**src/rtl/forest_vote_accum.sv**
```systemverilog
// Purpose : accumulates 1-bit tree votes per class, then picks the class with most votes.
// Latency : last transfer in cycle T -> out_valid in cycle T+NUM_CLASSES+1.
// Backpr. : in_ready drops while scanning/holding; the winner is held until out_ready.
// Ports   : clk/rst (async active-high); in_valid/in_ready/in_class/in_vote/in_last;
//           out_valid/out_ready/out_class/out_votes/out_sat.
module forest_vote_accum #(
    parameter int NUM_CLASSES = 6,
    parameter int CNT_W       = 6
) (
    input  logic             clk,
    input  logic             rst,
    input  logic             in_valid,
    output logic             in_ready,
    input  logic [3:0]       in_class,
    input  logic             in_vote,
    input  logic             in_last,
    output logic             out_valid,
    input  logic             out_ready,
    output logic [3:0]       out_class,
    output logic [CNT_W-1:0] out_votes,
    output logic             out_sat
);

    typedef enum logic [1:0] {ACCUM, SCAN, HOLD} state_t;

    localparam logic [CNT_W-1:0] CNT_MAX  = {CNT_W{1'b1}};
    localparam logic [3:0]       LAST_IDX = 4'(NUM_CLASSES - 1);

    state_t           r_state;
    state_t           w_next;
    logic             r_run;       // in_ready waits for the first edge after reset
    logic [CNT_W-1:0] r_cnt [NUM_CLASSES];
    logic             r_sat;
    logic [3:0]       r_idx;
    logic [3:0]       r_best_idx;
    logic [CNT_W-1:0] r_best_cnt;

    logic             w_xfer;
    logic             w_release;
    logic             w_scan_last;
    logic [CNT_W-1:0] w_scan_cnt;
    logic             w_better;
    logic [3:0]       w_new_idx;
    logic [CNT_W-1:0] w_new_cnt;

    assign w_xfer      = in_valid && in_ready;
    assign w_release   = (r_state == HOLD) && out_ready;
    assign w_scan_last = (r_state == SCAN) && (r_idx == LAST_IDX);

    // ---------------- FSM: state register ----------------
    always_ff @(posedge clk or posedge rst) begin
        if (rst) begin
            r_state <= ACCUM;
            r_run   <= 1'b0;
        end else begin
            r_state <= w_next;
            r_run   <= 1'b1;
        end
    end

    // ---------------- FSM: next state ----------------
    always_comb begin
        w_next = r_state;
        case (r_state)
            ACCUM:   if (w_xfer && in_last) w_next = SCAN;
            SCAN:    if (r_idx == LAST_IDX) w_next = HOLD;
            HOLD:    if (out_ready)         w_next = ACCUM;
            default: w_next = ACCUM;
        endcase
    end

    // ---------------- FSM: outputs ----------------
    always_comb begin
        in_ready  = (r_state == ACCUM) && r_run;
        out_valid = (r_state == HOLD);
    end

    // ---------------- vote counters ----------------
    // Out-of-range classes match no counter, so their vote is dropped while
    // in_last still moves the FSM on.
    always_ff @(posedge clk or posedge rst) begin
        if (rst) begin
            for (int c = 0; c < NUM_CLASSES; c++) r_cnt[c] <= '0;
            r_sat <= 1'b0;
        end else if (w_release) begin
            for (int c = 0; c < NUM_CLASSES; c++) r_cnt[c] <= '0;
            r_sat <= 1'b0;
        end else if (w_xfer && in_vote) begin
            for (int c = 0; c < NUM_CLASSES; c++) begin
                if (in_class == 4'(c)) begin
                    if (r_cnt[c] == CNT_MAX) r_sat    <= 1'b1;
                    else                     r_cnt[c] <= r_cnt[c] + 1'b1;
                end
            end
        end
    end

    // ---------------- scan compare ----------------
    always_comb begin
        w_scan_cnt = '0;
        for (int c = 0; c < NUM_CLASSES; c++) begin
            if (r_idx == 4'(c)) w_scan_cnt = r_cnt[c];
        end
    end

    // Strictly greater only: ties keep the earlier (lower) index.
    assign w_better  = (w_scan_cnt > r_best_cnt);
    assign w_new_idx = w_better ? r_idx      : r_best_idx;
    assign w_new_cnt = w_better ? w_scan_cnt : r_best_cnt;

    always_ff @(posedge clk or posedge rst) begin
        if (rst) begin
            r_idx      <= '0;
            r_best_idx <= '0;
            r_best_cnt <= '0;
        end else if (r_state == SCAN) begin
            r_idx      <= w_scan_last ? 4'd0 : r_idx + 4'd1;
            r_best_idx <= w_new_idx;
            r_best_cnt <= w_new_cnt;
        end else begin
            // Outside SCAN the best is parked at class 0 / 0 votes for the next scan.
            r_idx      <= '0;
            r_best_idx <= '0;
            r_best_cnt <= '0;
        end
    end

    // ---------------- result registers ----------------
    // Loaded with the final compare on the edge that enters HOLD; stable otherwise.
    always_ff @(posedge clk or posedge rst) begin
        if (rst) begin
            out_class <= '0;
            out_votes <= '0;
            out_sat   <= 1'b0;
        end else if (w_scan_last) begin
            out_class <= w_new_idx;
            out_votes <= w_new_cnt;
            out_sat   <= r_sat;
        end
    end

endmodule

```
**config.mk**
```make
export PLATFORM = sky130hd
export DESIGN_NAME = forest_vote_accum
export DESIGN_NICKNAME = d
export VERILOG_FILES = /design/src/rtl/forest_vote_accum.sv
export SDC_FILE = /design/constraint.sdc
export NUM_CORES = 1
export LEC_CHECK = 0
export BUFFER_PORTS_ARGS = -buffer_cell sky130_fd_sc_hd__buf_2
export CELL_PAD_IN_SITES_DETAIL_PLACEMENT = 1
export CELL_PAD_IN_SITES_GLOBAL_PLACEMENT = 1
export CORE_MARGIN = 3
export CORE_UTILIZATION = 49
export CTS_BUF_LIST = sky130_fd_sc_hd__clkbuf_8
export DETAILED_ROUTE_END_ITERATION = 16
export PLACE_DENSITY = 0.81
export SYNTH_ARGS = -nofsm -noshare
export SYNTH_HDL_FRONTEND = slang
export SYNTH_SLANG_ARGS = --single-unit
export TNS_END_PERCENT = 5
```
**constraint.sdc**
```tcl
create_clock -name clk -period 3.4 [get_ports clk]
set_input_delay 0.68 -clock clk [delete_from_list [all_inputs] [get_ports clk]]
set_output_delay 0.68 -clock clk [all_outputs]
set_load 0.01 [all_outputs]
```
Word level (Yosys, flattened, before mapping)
Cells that the tools add are included.
Widths: inputs -> output; s select.
- eq/ne operators: 27
- $add $sub $neg: 7
- order comparisons: 1
- muxes and demuxes: 46
- reduce and logical (&&, ||, !) cells: 23
- operators with widths (operator ; number):
    $mux 6 ; 20
    $mux 36 ; 2
    $add 6x1->6 const B ; 6
    $eq 6x6->1 const B ; 6
    $reduce_and 3->1 ; 7
    $eq 4x2->1 const B ; 4
    $eq 4x3->1 const B ; 4
    $mux 1 ; 16
    $mux 4 ; 4
    $ne 2x2->1 const B ; 7
    $reduce_bool 2->1 ; 7
    $eq 4x1->1 const B ; 2
    $logic_not 4->1 ; 2
    $gt 6x6->1 ; 1
    $logic_and 1x1->1 ; 6
    $mux 2 ; 3
    $pmux 2 s3 ; 1
    $add 4x1->4 const B ; 1
    $ne 2x1->1 const B ; 2
    $eq 2x1->1 const B ; 1
    $eq 2x2->1 const B ; 1
    $logic_not 2->1 ; 1
- input bits: 10
- output and inout bits: 13
- bits in registers: 65
- word-level logic and storage cells: 119

Longest topological paths before layout
- depth after elaboration: 17
- mapped depth: 14
- mapped depth without buffers: 11

Least setup slack after synthesis
Ideal clock, no wire load.
- path type: register to register
- start: register r_idx[1]
- end: register out_votes[0]
- data arrival time: 3037 ps
- stages on the path, launching flop included: 14
- period minus slack after synthesis: 3111 ps
- slack: 289 ps
- cells stage by stage: dfrtp_1 -> inv_1 -> ha_1 -> clkbuf_1 -> buf_2 -> a21oi_1 -> a221oi_1 -> o22a_2 -> ha_1 -> nor2b_1 -> o21ai_0 -> a31oi_4 -> mux2_4 -> o21ai_2
- word-level cells in the longest chain between the ends: 9
- elaborated cells between the ends (all ways): 15
- classes of those cells: 1 x order compare; 5 x eq/ne; 7 x mux; 2 x reduce/logical
- RTL lines (item ; RTL line ; source):
    from (decl) ; 34 ; logic [3:0] r_idx;
    from (signal assigned) ; 117 ; r_idx <= w_scan_last ? 4'd0 : r_idx + 4'd1;
    $logic_not 4->1 ; 102 ; if (r_idx == 4'(c)) w_scan_cnt = r_cnt[c];
    $mux 6 (6 in series) ; 102 ;
    $gt 6x6->1 ; 107 ; assign w_better = (w_scan_cnt > r_best_cnt);
    $mux 6 ; 109 ; assign w_new_cnt = w_better ? w_scan_cnt : r_best_cnt;
    to (signal assigned) ; 137 ; out_votes <= w_new_cnt;
    to (decl) ; 20 ; output logic [CNT_W-1:0] out_votes,
Several ways; a longest one is shown, not always the timed one.
A chain may end at the register's enable or synchronous reset.

Worst setup path in the final report
- start: register r_idx[0]
- end: register out_votes[0]
Same word-level chain as after synthesis.

==> results_tabular.tex <==
\begin{tabular}{lr}
\hline
Metric & Value \\
\hline
\multicolumn{2}{l}{\textbf{Run status}} \\
Run status & finished, final reports clean \\
\multicolumn{2}{l}{\textbf{Clock tree}} \\
Clock tree root driver cell & sky130\_fd\_sc\_hd\_\_clkbuf\_8 \\
Clock Pin Slew Worst Setup and Hold Paths & 0.07 ns \\
Hold buffers post-CTS & 0 \\
Total clock buffers created by CTS & 9 \\
Clock tree buffer depth & 2 \\
Clk Latency, worst-skew pair & 0.34 ns \\
CTS tree & yes \\
Number of levels in the clock H-tree & 3 \\
Number of sinks driven by the clock tree & 65 \\
\multicolumn{2}{l}{\textbf{Timing}} \\
Final critical-path setup slack & 0.190 ns \\
Worst-case clock skew & 0.00580 ns \\
Transition time at the pin with the least slew margin & 0.822 ns \\
Max transition margin & 45.2\% \\
Setup TNS & 0 ns \\
Min Tclk post-route & 3.21 ns \\
Final slew viol count & 0 \\
Peak clock frequency supported by timing & 312 MHz \\
Setup-failing EPs final & 0 \\
Final clock period utilization by the worst path & 94.4\% \\
Final hold violation count & 0 \\
\multicolumn{2}{l}{\textbf{Pwr}} \\
Switching component of the power & 1.21 mW \\
Max IR drop VDD & 0.000406 V \\
Clock network fraction of total power & between 20\% and 30\% \\
Total internal power & between 1.5 and 2 mW \\
Fraction of power spent switching nets & 39.8\% \\
Static leakage & about 1.8 nW \\
Power density over the cells & 737 nW/µm² \\
Sequential fraction of design power & 33.6\% \\
Share of power burned in combinational logic & approximately 45\% \\
\multicolumn{2}{l}{\textbf{Worst setup path}} \\
Required time of the critical path & 3.66 ns \\
Critical Path Fanout Max & 7 \\
R2R Path Start & r\_idx[0] \\
Number of cell instances on the worst register-to-register path & 11 \\
Data arrival time of the critical path & 3.47 ns \\
Flop2flop setup slack & 0.19 ns \\
Worst setup EP type & flop \\
Endpoint of the most critical register-to-register path & out\_votes[0] \\
Setup CP Type & reg2reg \\
Startpoint Class & flop \\
\multicolumn{2}{l}{\textbf{Synth}} \\
Register area share after synthesis & 44.2\% \\
Fraction of post-synthesis cell area in the top cell type by area & 44.2\% \\
Number of flops mapped to enable cells by yosys & 0 \\
Post-synthesis instance total & 389 \\
Number of distinct library cells after synthesis & 51 \\
Top FF cell, synth & sky130\_fd\_sc\_hd\_\_dfrtp\_1 \\
Cell taking the most area after synthesis & sky130\_fd\_sc\_hd\_\_dfrtp\_1 \\
Post-synthesis average cell area & $\sim$9.5 µm² \\
Net count after synthesis & 415 \\
Proportion of synthesized flip-flops having asynchronous set or reset & 100\% \\
Synth top area cells & sky130\_fd\_sc\_hd\_\_dfrtp\_1 44\%, sky130\_fd\_sc\_hd\_\_xnor2\_1 5.5\%, sky130\_fd\_sc\_hd\_\_ha\_1 5.4\% \\
Syn. warnings & 0 \\
Synthesized cell area & 3680 µm² \\
Flop and latch count out of synthesis & 65 \\
\multicolumn{2}{l}{\textbf{Global routing}} \\
Total gr overflow & 0 \\
Overall global routing resource usage & 23.9\% \\
Initial antenna violation count & 0 \\
Via count of the first global-routing pass & 3165 \\
Global-route wire length before repair & around 16 mm \\
Maximum number of pins on one net before global-route repair & 26 \\
\multicolumn{2}{l}{\textbf{Die}} \\
Row count & 30 \\
Number of ports placed on the die boundary & 23 \\
Area of the die & 8590 µm² \\
Area of the placeable core & slightly above 7000 µm² \\
Vertical die dimension & approximately 93 µm \\
DIE WIDTH & 92.7 µm \\
Initial Util & roughly 52\% \\
\multicolumn{2}{l}{\textbf{Route}} \\
Vias per Instance & 5.81 \\
Post-detailed-routing wire length & 9.64 mm \\
WL/cell & approximately 19 µm \\
DRC violation count after routing & 0 \\
Iter 0 DRT Violations & 149 \\
Iteration count of the initial detailed-routing pass & 4 \\
Number of vias after detailed routing & 2974 \\
Final ANT Viol Nets & 0 \\
\multicolumn{2}{l}{\textbf{Finish}} \\
Most frequent standard cell in the layout excluding fill and tap cells & sky130\_fd\_sc\_hd\_\_dfrtp\_1 \\
Share of post-route cells with drive strength above 1 & 17.5\% \\
Net count reported at finish & approximately 440 \\
Highest-count cells in the layout ignoring fill and taps & 65 x sky130\_fd\_sc\_hd\_\_dfrtp\_1, 49 x sky130\_fd\_sc\_hd\_\_nor2\_1, 33 x sky130\_fd\_sc\_hd\_\_nand2\_1 \\
Ant. Diodes & 0 \\
Final core utilization & 58.3\% \\
Fillcell total & approximately 850 \\
Synthesis-to-finish area growth & 11.7\% \\
Number of standard cells in the layout, taps in and fillers out & 512 \\
Post-route cell area & a little over 4000 µm² \\
\multicolumn{2}{l}{\textbf{Place}} \\
Placed wire-length estimate & 7.06 mm \\
DP Worst Slack & -0.0973 ns \\
Placed Instances & 495 \\
Final weighted congestion in routability-driven placement & between 0.8 and 0.9 \\
Placed instance area & 3870 µm² \\
Number of buffers inserted by port buffering & 22 \\
\multicolumn{2}{l}{\textbf{Hold path}} \\
Worst min-delay path class & in2async \\
\multicolumn{2}{l}{\textbf{Flow run}} \\
Number of max-cap violations & 0 \\
\hline
\end{tabular}
[state kept, by name, summed over array words and instances, names as in the netlist]
name,cells
r_best_cnt,6
out_votes,6
r_cnt,36
out_sat,1
r_state,2
r_best_idx,4
out_class,4
r_run,1
r_sat,1
r_idx,4
[worst max-delay path, stage by stage, from the launching register on]
cell	delay, ns
sky130_fd_sc_hd__dfrtp_1	0.44
sky130_fd_sc_hd__ha_1	0.26
sky130_fd_sc_hd__or3_1	0.45
sky130_fd_sc_hd__a221oi_1	0.32
sky130_fd_sc_hd__o22a_2	0.21
sky130_fd_sc_hd__ha_1	0.23
sky130_fd_sc_hd__and4_1	0.18
sky130_fd_sc_hd__and3_1	0.27
sky130_fd_sc_hd__a31oi_4	0.19
sky130_fd_sc_hd__buf_12	0.15
sky130_fd_sc_hd__mux2_4	0.31
sky130_fd_sc_hd__o21ai_2	0.10
[metal layers]
layer  up-vias  track usage (%)  share of wire, %  wire length (µm)
met2        45             38.4                48              4600
li1       1415                -                 -                 -
met4         0             8.30               2.1               200
met5         -                0                 0                 0
met1      1498             32.9                48              4610
met3        16             3.82               2.5               237
[worst max-delay path by stage]
| stage | startpoint | endpoint | slack, ns | depth (start not counted) |
|---|---|---|---|---|
| global placement | r_idx[1] | out_votes[0] | 0.14 | 10 |
| CTS | r_idx[1] | out_votes[2] | 0.003 | 11 |
| detailed placement | r_idx[1] | out_votes[0] | -0.1 | 10 |
| finish | r_idx[0] | out_votes[0] | 0.19 | 11 |
| floorplan | r_idx[1] | out_votes[0] | 0.29 | 13 |
| global route | r_idx[1] | out_votes[4] | -0.01 | 11 |
[power groups by stage]
stage | registers, mW | logic [mW] | clock network, mW
6_report | 1.02 | 1.37 | 0.647
3_3_place_gp | 1.02 | 1.14 | 0
3_5_place_dp | 1.03 | 1.21 | 0
5_1_grt | 1.04 | 1.51 | 0.695
2_1_floorplan | 1.00 | 0.940 | 0
4_1_cts | 1.02 | 1.22 | 0.661
[Yosys cell counts, types with 5 or more instances]
| cell | instances |
|---|---|
| sky130_fd_sc_hd__nand3b_1 | 6 |
| sky130_fd_sc_hd__a21oi_1 | 25 |
| sky130_fd_sc_hd__mux2i_1 | 11 |
| sky130_fd_sc_hd__ha_1 | 16 |
| sky130_fd_sc_hd__nand2_1 | 33 |
| sky130_fd_sc_hd__nand4_1 | 9 |
| sky130_fd_sc_hd__nor2_1 | 49 |
| sky130_fd_sc_hd__nor3_1 | 11 |
| sky130_fd_sc_hd__and3_1 | 9 |
| sky130_fd_sc_hd__inv_1 | 19 |
| sky130_fd_sc_hd__clkbuf_1 | 10 |
| sky130_fd_sc_hd__o22a_2 | 5 |
| sky130_fd_sc_hd__a221oi_1 | 5 |
| sky130_fd_sc_hd__nand3_1 | 10 |
| sky130_fd_sc_hd__dfrtp_1 | 65 |
| sky130_fd_sc_hd__o2bb2ai_1 | 5 |
| sky130_fd_sc_hd__o21ai_0 | 16 |
| sky130_fd_sc_hd__xnor2_1 | 23 |
[cell families (layout without fill, tap and decap cells)]
logic type	count (synthesis)	in the layout	share of synthesized area [%]
other cells	1	1	0.102
fa+ha+maj	16	16	5.43
mux	14	14	4.01
flops	65	65	44.2
compound gates	73	73	13.7
xor+xnor	24	24	5.71
simple gates	160	160	22.9
buf+inv	36	63	4.01
[stage by stage]
stage | total power [mW] | hold slack (ns)
6_report | 3.03 | 0.336
5_1_grt | 3.24 | 0.361
4_1_cts | 2.90 | 0.341
3_5_place_dp | 2.24 | 0.469
3_3_place_gp | 2.16 | 0.458
2_1_floorplan | 1.94 | 0.463
[timing repair]
item,in CTS,in global routing
buffers inserted,0,1
setup endpoints to repair,13,20
gates resized for setup,1,7
[final cells by class]
| type | instances | area (µm²) | share of cell area (%) |
|---|---|---|---|
| multi-input cells | 288 | 1940 | 47.2 |
| clock inverters | 6 | 51.3 | 1.25 |
| repair buffers | 28 | 168 | 4.07 |
| inverters | 19 | 71.3 | 1.73 |
| well taps | 96 | 120 | 2.92 |
| clock buffers | 10 | 138 | 3.34 |
| flip-flops and latches | 65 | 1630 | 39.5 |
(Power assumes the default switching activity.)
